==> config.mk <==
export PLATFORM = sky130hd
export DESIGN_NAME = hazard_control_unit
export DESIGN_NICKNAME = d
export VERILOG_FILES = /design/src/rtl/hazard_control_unit.sv
export SDC_FILE = /design/constraint.sdc
export NUM_CORES = 1
export LEC_CHECK = 0
export ABC_AREA = 0
export CAP_MARGIN = 20
export CORE_ASPECT_RATIO = 1.75
export CORE_MARGIN = 5
export CORE_UTILIZATION = 45
export CTS_BUF_LIST = sky130_fd_sc_hd__clkbuf_8
export CTS_CLUSTER_SIZE = 12
export DETAILED_ROUTE_END_ITERATION = 6
export PLACE_DENSITY = 0.77
export SYNTH_ARGS = -nofsm -noshare
export SYNTH_HDL_FRONTEND = slang
export SYNTH_SLANG_ARGS = --single-unit
==> constraint.sdc <==
create_clock -name clk -period 6 [get_ports clk]
set_input_delay 1.2 -clock clk [delete_from_list [all_inputs] [get_ports clk]]
set_output_delay 1.2 -clock clk [all_outputs]
set_load 0.02 [all_outputs]
==> src/rtl/hazard_control_unit.sv <==
`default_nettype none
// ============================================================================
//  Module      : hazard_control_unit
//  Description : Pipeline hazard controller. Resolves load-use interlocks,
//                multi-cycle mul/div occupancy of EX and taken-branch
//                flushes, and counts cycles in which the PC is held.
//  Revision    : 1.0  initial release
// ============================================================================
module hazard_control_unit #(
    parameter int NUM_REGS   = 32,
    parameter int REG_SEL    = $clog2(NUM_REGS),
    parameter int MULDIV_LAT = 4
) (
    input  logic               clk,
    input  logic               rst,
    input  logic [REG_SEL-1:0] id_rs1,
    input  logic [REG_SEL-1:0] id_rs2,
    input  logic               id_uses_rs1,
    input  logic               id_uses_rs2,
    input  logic [REG_SEL-1:0] ex_rd,
    input  logic               ex_mem_read,
    input  logic               ex_muldiv_start,
    input  logic               ex_branch_taken,
    output logic               pc_stall,
    output logic               if_id_stall,
    output logic               if_id_flush,
    output logic               id_ex_stall,
    output logic               id_ex_flush,
    output logic               ex_mem_bubble,
    output logic               busy,
    output logic [31:0]        stall_cycles
);

    typedef enum logic [0:0] {
        RUN    = 1'b0,
        MULDIV = 1'b1
    } state_t;

    // The trigger cycle and the final (cnt==0) MULDIV cycle both stall, so
    // MULDIV_LAT-1 stall cycles need the counter to start at MULDIV_LAT-3.
    localparam logic [3:0] CNT_INIT = (MULDIV_LAT > 2) ? 4'(MULDIV_LAT - 3) : 4'd0;
    localparam logic       LONG_OP  = (MULDIV_LAT > 2);

    state_t      state, state_next;
    logic [3:0]  cnt, cnt_next;
    logic        md_done, md_done_next;

    logic        load_use;
    logic        md_trigger;

    // Hazard conditions seen by the instruction pair currently in ID/EX
    always_comb begin
        load_use   = ex_mem_read && (ex_rd != '0) &&
                     ((id_uses_rs1 && (id_rs1 == ex_rd)) ||
                      (id_uses_rs2 && (id_rs2 == ex_rd)));
        md_trigger = ex_muldiv_start && (state == RUN) && !md_done;
    end

    // Next-state and control outputs; branch beats mul/div beats load-use
    always_comb begin
        state_next    = state;
        cnt_next      = cnt;
        md_done_next  = 1'b0;
        pc_stall      = 1'b0;
        if_id_stall   = 1'b0;
        if_id_flush   = 1'b0;
        id_ex_stall   = 1'b0;
        id_ex_flush   = 1'b0;
        ex_mem_bubble = 1'b0;
        busy          = 1'b0;

        if (!rst) begin
            case (state)
                RUN: begin
                    if (ex_branch_taken) begin
                        if_id_flush = 1'b1;
                        id_ex_flush = 1'b1;
                    end else if (md_trigger) begin
                        pc_stall      = 1'b1;
                        if_id_stall   = 1'b1;
                        id_ex_stall   = 1'b1;
                        ex_mem_bubble = 1'b1;
                        if (LONG_OP) begin
                            state_next = MULDIV;
                            cnt_next   = CNT_INIT;
                        end else begin
                            md_done_next = 1'b1;
                        end
                    end else if (load_use) begin
                        pc_stall    = 1'b1;
                        if_id_stall = 1'b1;
                        id_ex_flush = 1'b1;
                    end
                end
                MULDIV: begin
                    pc_stall      = 1'b1;
                    if_id_stall   = 1'b1;
                    id_ex_stall   = 1'b1;
                    ex_mem_bubble = 1'b1;
                    busy          = 1'b1;
                    if (cnt != 4'd0) begin
                        cnt_next = cnt - 4'd1;
                    end else begin
                        state_next   = RUN;
                        md_done_next = 1'b1;
                    end
                end
                default: begin
                    state_next = RUN;
                end
            endcase
        end
    end

    // State register; md_done is a one-cycle guard against re-triggering
    always_ff @(posedge clk) begin
        if (rst) begin
            state   <= RUN;
            cnt     <= 4'd0;
            md_done <= 1'b0;
        end else begin
            state   <= state_next;
            cnt     <= cnt_next;
            md_done <= md_done_next;
        end
    end

    // Free-running count of PC-hold cycles, wraps naturally
    always_ff @(posedge clk) begin
        if (rst) begin
            stall_cycles <= 32'd0;
        end else if (pc_stall) begin
            stall_cycles <= stall_cycles + 32'd1;
        end
    end

endmodule
`default_nettype wire

After elaboration in Yosys (flattened, before gate mapping)
Index checks and enable logic that the tools add are counted.

Equal/unequal tests: 5. Bitwise gates (word level): 1. Add/sub/neg operators: 2. Mux-type cells: 26. Reduce and logical (&&, ||, !) cells: 11.

Operators by type and width (number): adder 32 x 1 -> 32 bit, second input constant (1); 2-to-1 mux 1 bit (18); 2-to-1 mux 4 bit (3); equality test 5 bit (2); case mux 1 bit (2 select lines) (4); case mux 4 bit (2 select lines) (1); logical AND 1 bit (6); nonzero test 5 bit (1); != test 2 bit, second input constant (2); nonzero test 4 bit (1); subtractor 4 x 1 -> 4 bit, second input constant (1); AND reduction 3 bit (1); != test 2 x 1 -> 1 bit, second input constant (1); logical NOT 1 bit (1); logical OR 1 bit (1); NOT 1 bit (1).

Output and inout bits: 39. Logic and storage cells: 49. Bits in registers: 38.

Logic depth before layout (Yosys ltp)
Gate-level depths: netlist of run 1.

Depth in word-level cells: 9. Gate-level depth with buffers: 8. Gate-level depth less buffers: 7.

Least setup slack after synthesis of run 1
No wires, ideal clock.

Kind: input to output. Start point: input port ex_rd[1]. End point: output port pc_stall. Slack: 2249 ps. Data required time: 4800 ps. Cell stages on the path: 6. Buffers on the path: 1. Arrival time: 2551 ps. Cells stage by stage: or4_1 o21ai_1 nor2_1 a21boi_2 nor2_1 buf_4.

Cells in the longest elaborated chain, start to end: 9. Elaborated cells on any way between the ends: 13. Those cells by class: 2 x eq/ne; 5 x mux; 6 x reduce/logical.

RTL lines: start, declared (RTL line 20) `input logic [REG_SEL-1:0] ex_rd,`; equality test 5 bit, on equally long branches (RTL line 54, 55); logical AND 1 bit, on equally long branches (RTL line 54, 55); logical OR 1 bit (RTL line 54) `((id_uses_rs1 && (id_rs1 == ex_rd)) ||`; logical AND 1 bit * (RTL line 53) `load_use = ex_mem_read && (ex_rd != '0) &&`; 2-to-1 mux 1 bit * (3 in a row); case mux 1 bit (2 select lines) *; 2-to-1 mux 1 bit *; end, declared (RTL line 24) `output logic pc_stall,`.

Mark *: on every way between the ends. The rest lies on a longest branch, timed or not.

Final worst setup path of run 1
Start point: input port ex_rd[1]. End point: output port if_id_stall.

Cells in the longest elaborated chain, start to end: 9. Elaborated cells on any way between the ends: 13. Those cells by class: 2 x eq/ne; 5 x mux; 6 x reduce/logical.

RTL lines: equality test 5 bit, on equally long branches (RTL line 54, 55); logical AND 1 bit, on equally long branches (RTL line 54, 55); logical OR 1 bit (RTL line 54); logical AND 1 bit * (RTL line 53); 2-to-1 mux 1 bit * (RTL line 89) `end else if (load_use) begin`; 2-to-1 mux 1 bit * (RTL line 78) `end else if (md_trigger) begin`; 2-to-1 mux 1 bit * (RTL line 75) `if (ex_branch_taken) begin`; case mux 1 bit (2 select lines) * (RTL line 73) `case (state)`; 2-to-1 mux 1 bit * (RTL line 72) `if (!rst) begin`; end, declared (RTL line 25) `output logic if_id_stall,`.

Marks and branches as above.

==> metrics.md, run 1 <==
| Metric | Value |
|---|---|
| Status | `completed` |
| Required @ worst endpoint | `4.80 ns` |
| Fin Clk Skew | `0.00290 ns` |
| Initial antenna violation count | `0` |
| Rel. slew slack | `37.2%` |
| Register area share after synthesis | `37.4%` |
| Die area | `6020 um2` |
| WP data arrival | `3.44 ns` |
| Vias/cell | `5.86` |
| Core ar. | `4400 um2` |
| Main synth FF type | `dfxtp_1` |
| Unrepaired setup endpoints after global routing | `false` |
| Post-Place Setup Slack | `1.36 ns` |
| Yosys cell types | `39` |
| Synthesized cell area | `2040 um2` |
| Synth top cells by count | `dfxtp_1 (38), a21oi_1 (32), nor2_1 (21)` |
| Slew @ Worst Pin | `0.939 ns` |
| Nets@finish | `329` |
| Synth async-reset ratio | `0%` |
| Row count | `32` |
| DR iter-0 viols | `60` |
| # Max-Cap Violations | `0` |
| Final HPWL DP | `3.89 mm` |
| Detailed Routing Iterations Pass 1 | `4` |
| Synth top area share | `37.4%` |
| Htree depth | `2` |
| Setup Total Neg Slack | `0 ns` |
| Fin worst setup slack | `1.36 ns` |
| Cts bufs inserted | `5` |
| Remaining antenna violation count | `0` |
| Ports | `61` |
| CTS tree | `built` |
| Design area | `2740 um2` |
| Syn Nets | `275` |
| Critical R2R Launch | `stall_cycles[4]` |
| Grt total ovfl | `0` |
| Via Count | `2093` |
| Syn Area/Cell | `8.11 um2` |
| Largest net degree at the start of global routing | `41` |
| CP Capture Type | `output pin` |
| Area contributors post-synth | `dfxtp_1 (37%), a21oi_1 (7.9%), or4_1 (5.9%), o31ai_1 (4.8%), or3_1 (4.6%)` |
| CTS sink cnt | `38` |
| Gr usage total | `17.9%` |
| Leakage | `0.865 nW` |
| Root buf cell | `clkbuf_8` |
| Register bit count reported by yosys | `38` |
| PostCTS Resize Cnt | `0` |
| Yosys warnings | `0` |
| Max clock buf depth | `2` |
| Critical path class | `in -> out` |
| Fin Hold WS | `0.492 ns` |
| Design Power | `0.000502 W` |
| Cts-stage hold buffer count | `0` |
| Crit start category | `primary input` |
| Worst setup startpoint | `ex_rd[1]` |
| Buffer count from post-CTS setup fixing | `0` |
| Maximum clock frequency | `0.216 GHz` |
| Number of port buffers | `60` |
| DRC | `0` |
| Ratio of cells with drive above 1 in the final layout | `5.88%` |
| Vias in the first global route | `2004` |
| Starting Density | `46.2%` |
| Min-delay src | `stall_cycles[25]` |
| Placed cell areas | `2650 um2` |
| Register clock-pin slew on the reported worst setup and hold paths | `0.07 ns` |
| Wire length per cell | `14.4 um` |
| Worst vdd ir | `148 uV` |
| Crit Path Max Fanout | `6` |
| Final period util | `77.3%` |
| Tmin final | `4.64 ns` |
| Worst-Skew Late Latency | `0.29 ns` |
| HP Class | `reg -> reg` |
| Top-count cell post-synth | `dfxtp_1` |
| Final RePlAce weighted congestion | `0.766` |
| Cell count after synthesis | `251` |
| First-pass GRT wire length | `8.42 mm` |
| Final setup viols | `0` |
| Endpoints failing hold | `0` |
| Die height | `99.0 um` |
| Area leader, netlist | `dfxtp_1` |
| Final WL | `5.14 mm` |
| Post-synth EDFFs | `0` |
| Die Width | `60.8 um` |
| Count of pins over their slew limit | `0` |
| Power Density | `183 nW/um2` |
| Area Growth Syn to Fin | `34.5%` |
| Number of diodes | `0` |
[per-stage QoR]
step           std cells  util, %
6_report             357     62.2
5_1_grt              357     62.2
4_1_cts              357     62.2
3_5_place_dp         349     60.1
3_3_place_gp         349     60.1
2_1_floorplan        251        -
[worst max-delay path, cell delays in order]
cell and delay, ns:
clkdlybuf4s50_1 0.46, or4_1 0.55, o21ai_1 0.18, nor2_1 0.08
a21boi_2 0.29, nor2_1 0.09, clkdlybuf4s50_1 0.58
[final cells by class]
type | instances | area, um2
Inverter | 5 | 18.8
Timing Repair Buffer | 62 | 616
Clock inverter | 2 | 8.76
Tap cell | 51 | 63.8
Fill cell | 400 | 1670
Clock buffer | 6 | 82.6
Multi-Input combinational cell | 193 | 1190
Sequential cell | 38 | 761
[kinds of logic (layout without fill, tap and decap cells)]
logic type / count (synthesis) / after routing / share of synthesized area, %
AND/OR/NAND/NOR: 109 / 109 / 30.5
AO/OA/AOI/OAI: 66 / 66 / 19.1
flip-flops: 38 / 38 / 37.4
buffers and inverters: 20 / 75 / 4.61
XOR/XNOR: 13 / 13 / 5.59
multiplexers: 3 / 3 / 1.60
adder cells (fa/ha/maj): 2 / 2 / 1.23
[final timing paths]
path	end	slack (ns)	depth (start not counted)
worst max-delay path	if_id_stall	1.36	7
worst min-delay path	stall_cycles[25]	0.49	2
worst max register to register	stall_cycles[30]	3.73	6
worst min register to register	stall_cycles[25]	0.49	2
[layer usage]
metal	track usage, %	part of all wire, %	routed length, um
met1	16.6	36	1860
met2	34.2	56	2860
met3	4.33	6.3	324
met4	8.01	1.8	93
met5	0	0	0
[cell usage in the layout (no fill, tap or decap), types with 10 or more instances in the layout]
master / n
clkdlybuf4s50_1: 60
dfxtp_1: 38
a21oi_1: 32
nor2_1: 21
nand2_1: 18
or4_1: 16
or3_1: 15
o31ai_1: 13
o21ai_0: 13
xnor2_1: 10
[power breakdown]
group	switching, W	internal, W	total (W)
Sequential	0.00000533	0.000256	0.000261
Clock	0.0000878	0.0000910	0.000179
Combinational	0.0000299	0.0000321	0.0000620
[sequential cells by signal, indices dropped and copies added (netlist names)]
name and count:
stall_cycles 32, cnt 4, md_done 1, state 1
Note: power is estimated with default switching activity, not from simulation.
==> run 2: changes to the inputs <==
--- a/config.mk
+++ b/config.mk
@@ -9,11 +9,11 @@
 export CAP_MARGIN = 20
 export CORE_ASPECT_RATIO = 1.75
 export CORE_MARGIN = 5
-export CORE_UTILIZATION = 45
+export CORE_UTILIZATION = 44
 export CTS_BUF_LIST = sky130_fd_sc_hd__clkbuf_8
 export CTS_CLUSTER_SIZE = 12
 export DETAILED_ROUTE_END_ITERATION = 6
-export PLACE_DENSITY = 0.77
+export PLACE_DENSITY = 0.79
 export SYNTH_ARGS = -nofsm -noshare
 export SYNTH_HDL_FRONTEND = slang
 export SYNTH_SLANG_ARGS = --single-unit
==> constraint.sdc (replaced) <==
create_clock -name clk -period 3.7 [get_ports clk]
set_input_delay 0.74 -clock clk [delete_from_list [all_inputs] [get_ports clk]]
set_output_delay 0.74 -clock clk [all_outputs]
set_load 0.02 [all_outputs]
==> run 2 against run 1 <==
Combinational power up 68%. Total power up 61%. Clock skew up 0.0036 ns. Via count about the same. Clock power up 56%. Utilization down 0.081 points. Register-to-register slack worse by 2.3 ns. Sequential cell count unchanged. Sequential share of layout area down 0.21 points. Largest cell class unchanged.
==> metrics.md, run 2 (synthesis gave the netlist of run 1 again) <==
| Metric | Value |
|---|---|
| Crit Path Max Fanout | `4` |
| Non-filler cells, final | `359` |
| Final HPWL DP | `3.86 mm` |
| Initial antenna violation count | `0` |
| Critical-path top delay cell | `clkdlybuf4s50_1` |
| Leakage | `0.874 nW` |
| Maximum clock frequency | `0.282 GHz` |
| # Max-Cap Violations | `0` |
| Final setup viols | `0` |
| Critical R2R Launch | `stall_cycles[5]` |
| Vias/cell | `5.83` |
| Number of port buffers | `60` |
| Die area | `6140 um2` |
| DRC | `0` |
| Core ar. | `4440 um2` |
| Buffer count from post-CTS setup fixing | `0` |
| Worst path cell trace | `clkdlybuf4s50_1, xnor2_1, nand4_1, o22ai_2, a21oi_1, nor4_1, clkdlybuf4s50_1` |
| Max reg flops | `32` |
| Remaining antenna violation count | `0` |
| Gr usage total | `16.9%` |
| CTS sink cnt | `38` |
| Cts-stage hold buffer count | `0` |
| Worst Setup EP | `id_ex_flush` |
| FF-to-FF setup slack | `1.48 ns` |
| Most frequent CP cell | `clkdlybuf4s50_1` |
| Worst vdd ir | `249 uV` |
| Nets@finish | `333` |
| Area Growth Syn to Fin | `35.5%` |
| CTS tree | `built` |
| R2R depth | `6` |
| PostCTS Resize Cnt | `0` |
| Crit start category | `primary input` |
| Fin worst setup slack | `0.156 ns` |
| Power Density | `292 nW/um2` |
| Status | `completed` |
| Count of pins over their slew limit | `0` |
| DR iter-0 viols | `72` |
| Vias in the first global route | `1918` |
| Post-Place Setup Slack | `0.158 ns` |
| Commonest non-fill, non-tap cells in the layout | `clkdlybuf4s50_1 (60), dfxtp_1 (38), a21oi_1 (32)` |
| Fin Clk Skew | `0.00647 ns` |
| Critical path class | `in -> out` |
| Endpoints failing hold | `0` |
| Final RePlAce weighted congestion | `0.773` |
| Grt total ovfl | `0` |
| Via Count | `2092` |
| Crit Reg-Reg Endpoint | `stall_cycles[31]` |
| Cts bufs inserted | `5` |
| Htree depth | `2` |
| Max clock buf depth | `2` |
| Ratio of cells with drive above 1 in the final layout | `6.82%` |
| HP Class | `reg -> reg` |
| First-pass GRT wire length | `8.16 mm` |
| Fin util | `62.1%` |
| Fin Hold WS | `0.497 ns` |
| Tmin final | `3.54 ns` |
| Final period util | `95.8%` |
| Critical path's largest stage delay | `0.66 ns` |
| Die height | `100 um` |
| Starting Density | `45.8%` |
| Ports | `61` |
| Register clock-pin slew on the reported worst setup and hold paths | `0.07 ns` |
| Dpl cells | `353` |
| Slew @ Worst Pin | `0.386 ns` |
| Required @ worst endpoint | `2.96 ns` |
| Commonest non-fill, non-tap cell in the layout | `clkdlybuf4s50_1` |
| Worst-Skew Late Latency | `0.28 ns` |
| Top reg by flops | `stall_cycles` |
| Row count | `32` |
| Largest net degree at the start of global routing | `41` |
| Wire length per cell | `14.1 um` |
| Unrepaired setup endpoints after global routing | `false` |
| Number of diodes | `0` |
| Top flop regs | `stall_cycles (32), cnt (4)` |
| Rel. slew slack | `74.3%` |
| Die Width | `61.4 um` |
| Final WL | `5.05 mm` |
| Worst setup startpoint | `ex_rd[0]` |
| WP data arrival | `2.80 ns` |
| CP Capture Type | `output pin` |
| Detailed Routing Iterations Pass 1 | `4` |
| Root buf cell | `clkbuf_8` |
| Setup Total Neg Slack | `0 ns` |
-- run 2: cell count changes in the layout (fill, tap and decap cells not counted) --
cell / previous run / this run
buf_4: 2 / 6
clkinv_2: 1 / 0
inv_1: 5 / 4
-- run 2: layout make-up --
class | count | area [um2]
multi-input cells | 193 | 1190
clock buffers | 6 | 82.6
inverters | 5 | 18.8
well taps | 51 | 63.8
flip-flops and latches | 38 | 761
repair buffers | 66 | 646
fillers | 393 | 1690
-- run 2: how the worst min path moves through the flow --
stage	start	to	slack, ns	cells past startpoint
2_1_floorplan	cnt[1]	cnt[1]	0.47	2
3_3_place_gp	stall_cycles[31]	stall_cycles[31]	0.47	2
3_5_place_dp	stall_cycles[25]	stall_cycles[25]	0.49	2
4_1_cts	stall_cycles[25]	stall_cycles[25]	0.50	2
5_1_grt	stall_cycles[31]	stall_cycles[31]	0.53	2
6_report	stall_cycles[31]	stall_cycles[31]	0.50	2
-- run 2: routing by layer --
metal	up-vias	global-route usage [%]	wire, um
met3	7	3.99	298
li1	1048	-	-
met2	64	31.5	2750
met4	0	5.72	72
met5	-	0	0
met1	973	17.4	1930
-- run 2: through the flow --
stage / instance area [um2] / total power (W)
after floorplan: 2040 / 0.000484
after global placement: 2680 / 0.000536
after detailed placement: 2680 / 0.000537
after CTS: 2760 / 0.000816
after global routing: 2760 / 0.000838
final: 2760 / 0.000806
-- run 2: power by group --
group	leakage, nW	switching (W)	internal, W
Clock	0.0431	0.000135	0.000144
Sequential	0.307	0.00000872	0.000414
Combinational	0.525	0.0000492	0.0000546
-- run 2: worst max-delay path, delay by kind of cell --
family	cells	cell delay [ns]
AND/OR/NAND/NOR	2	0.31
AO/OA/AOI/OAI	2	0.41
XOR/XNOR	1	0.14
buffers and inverters	2	1.22
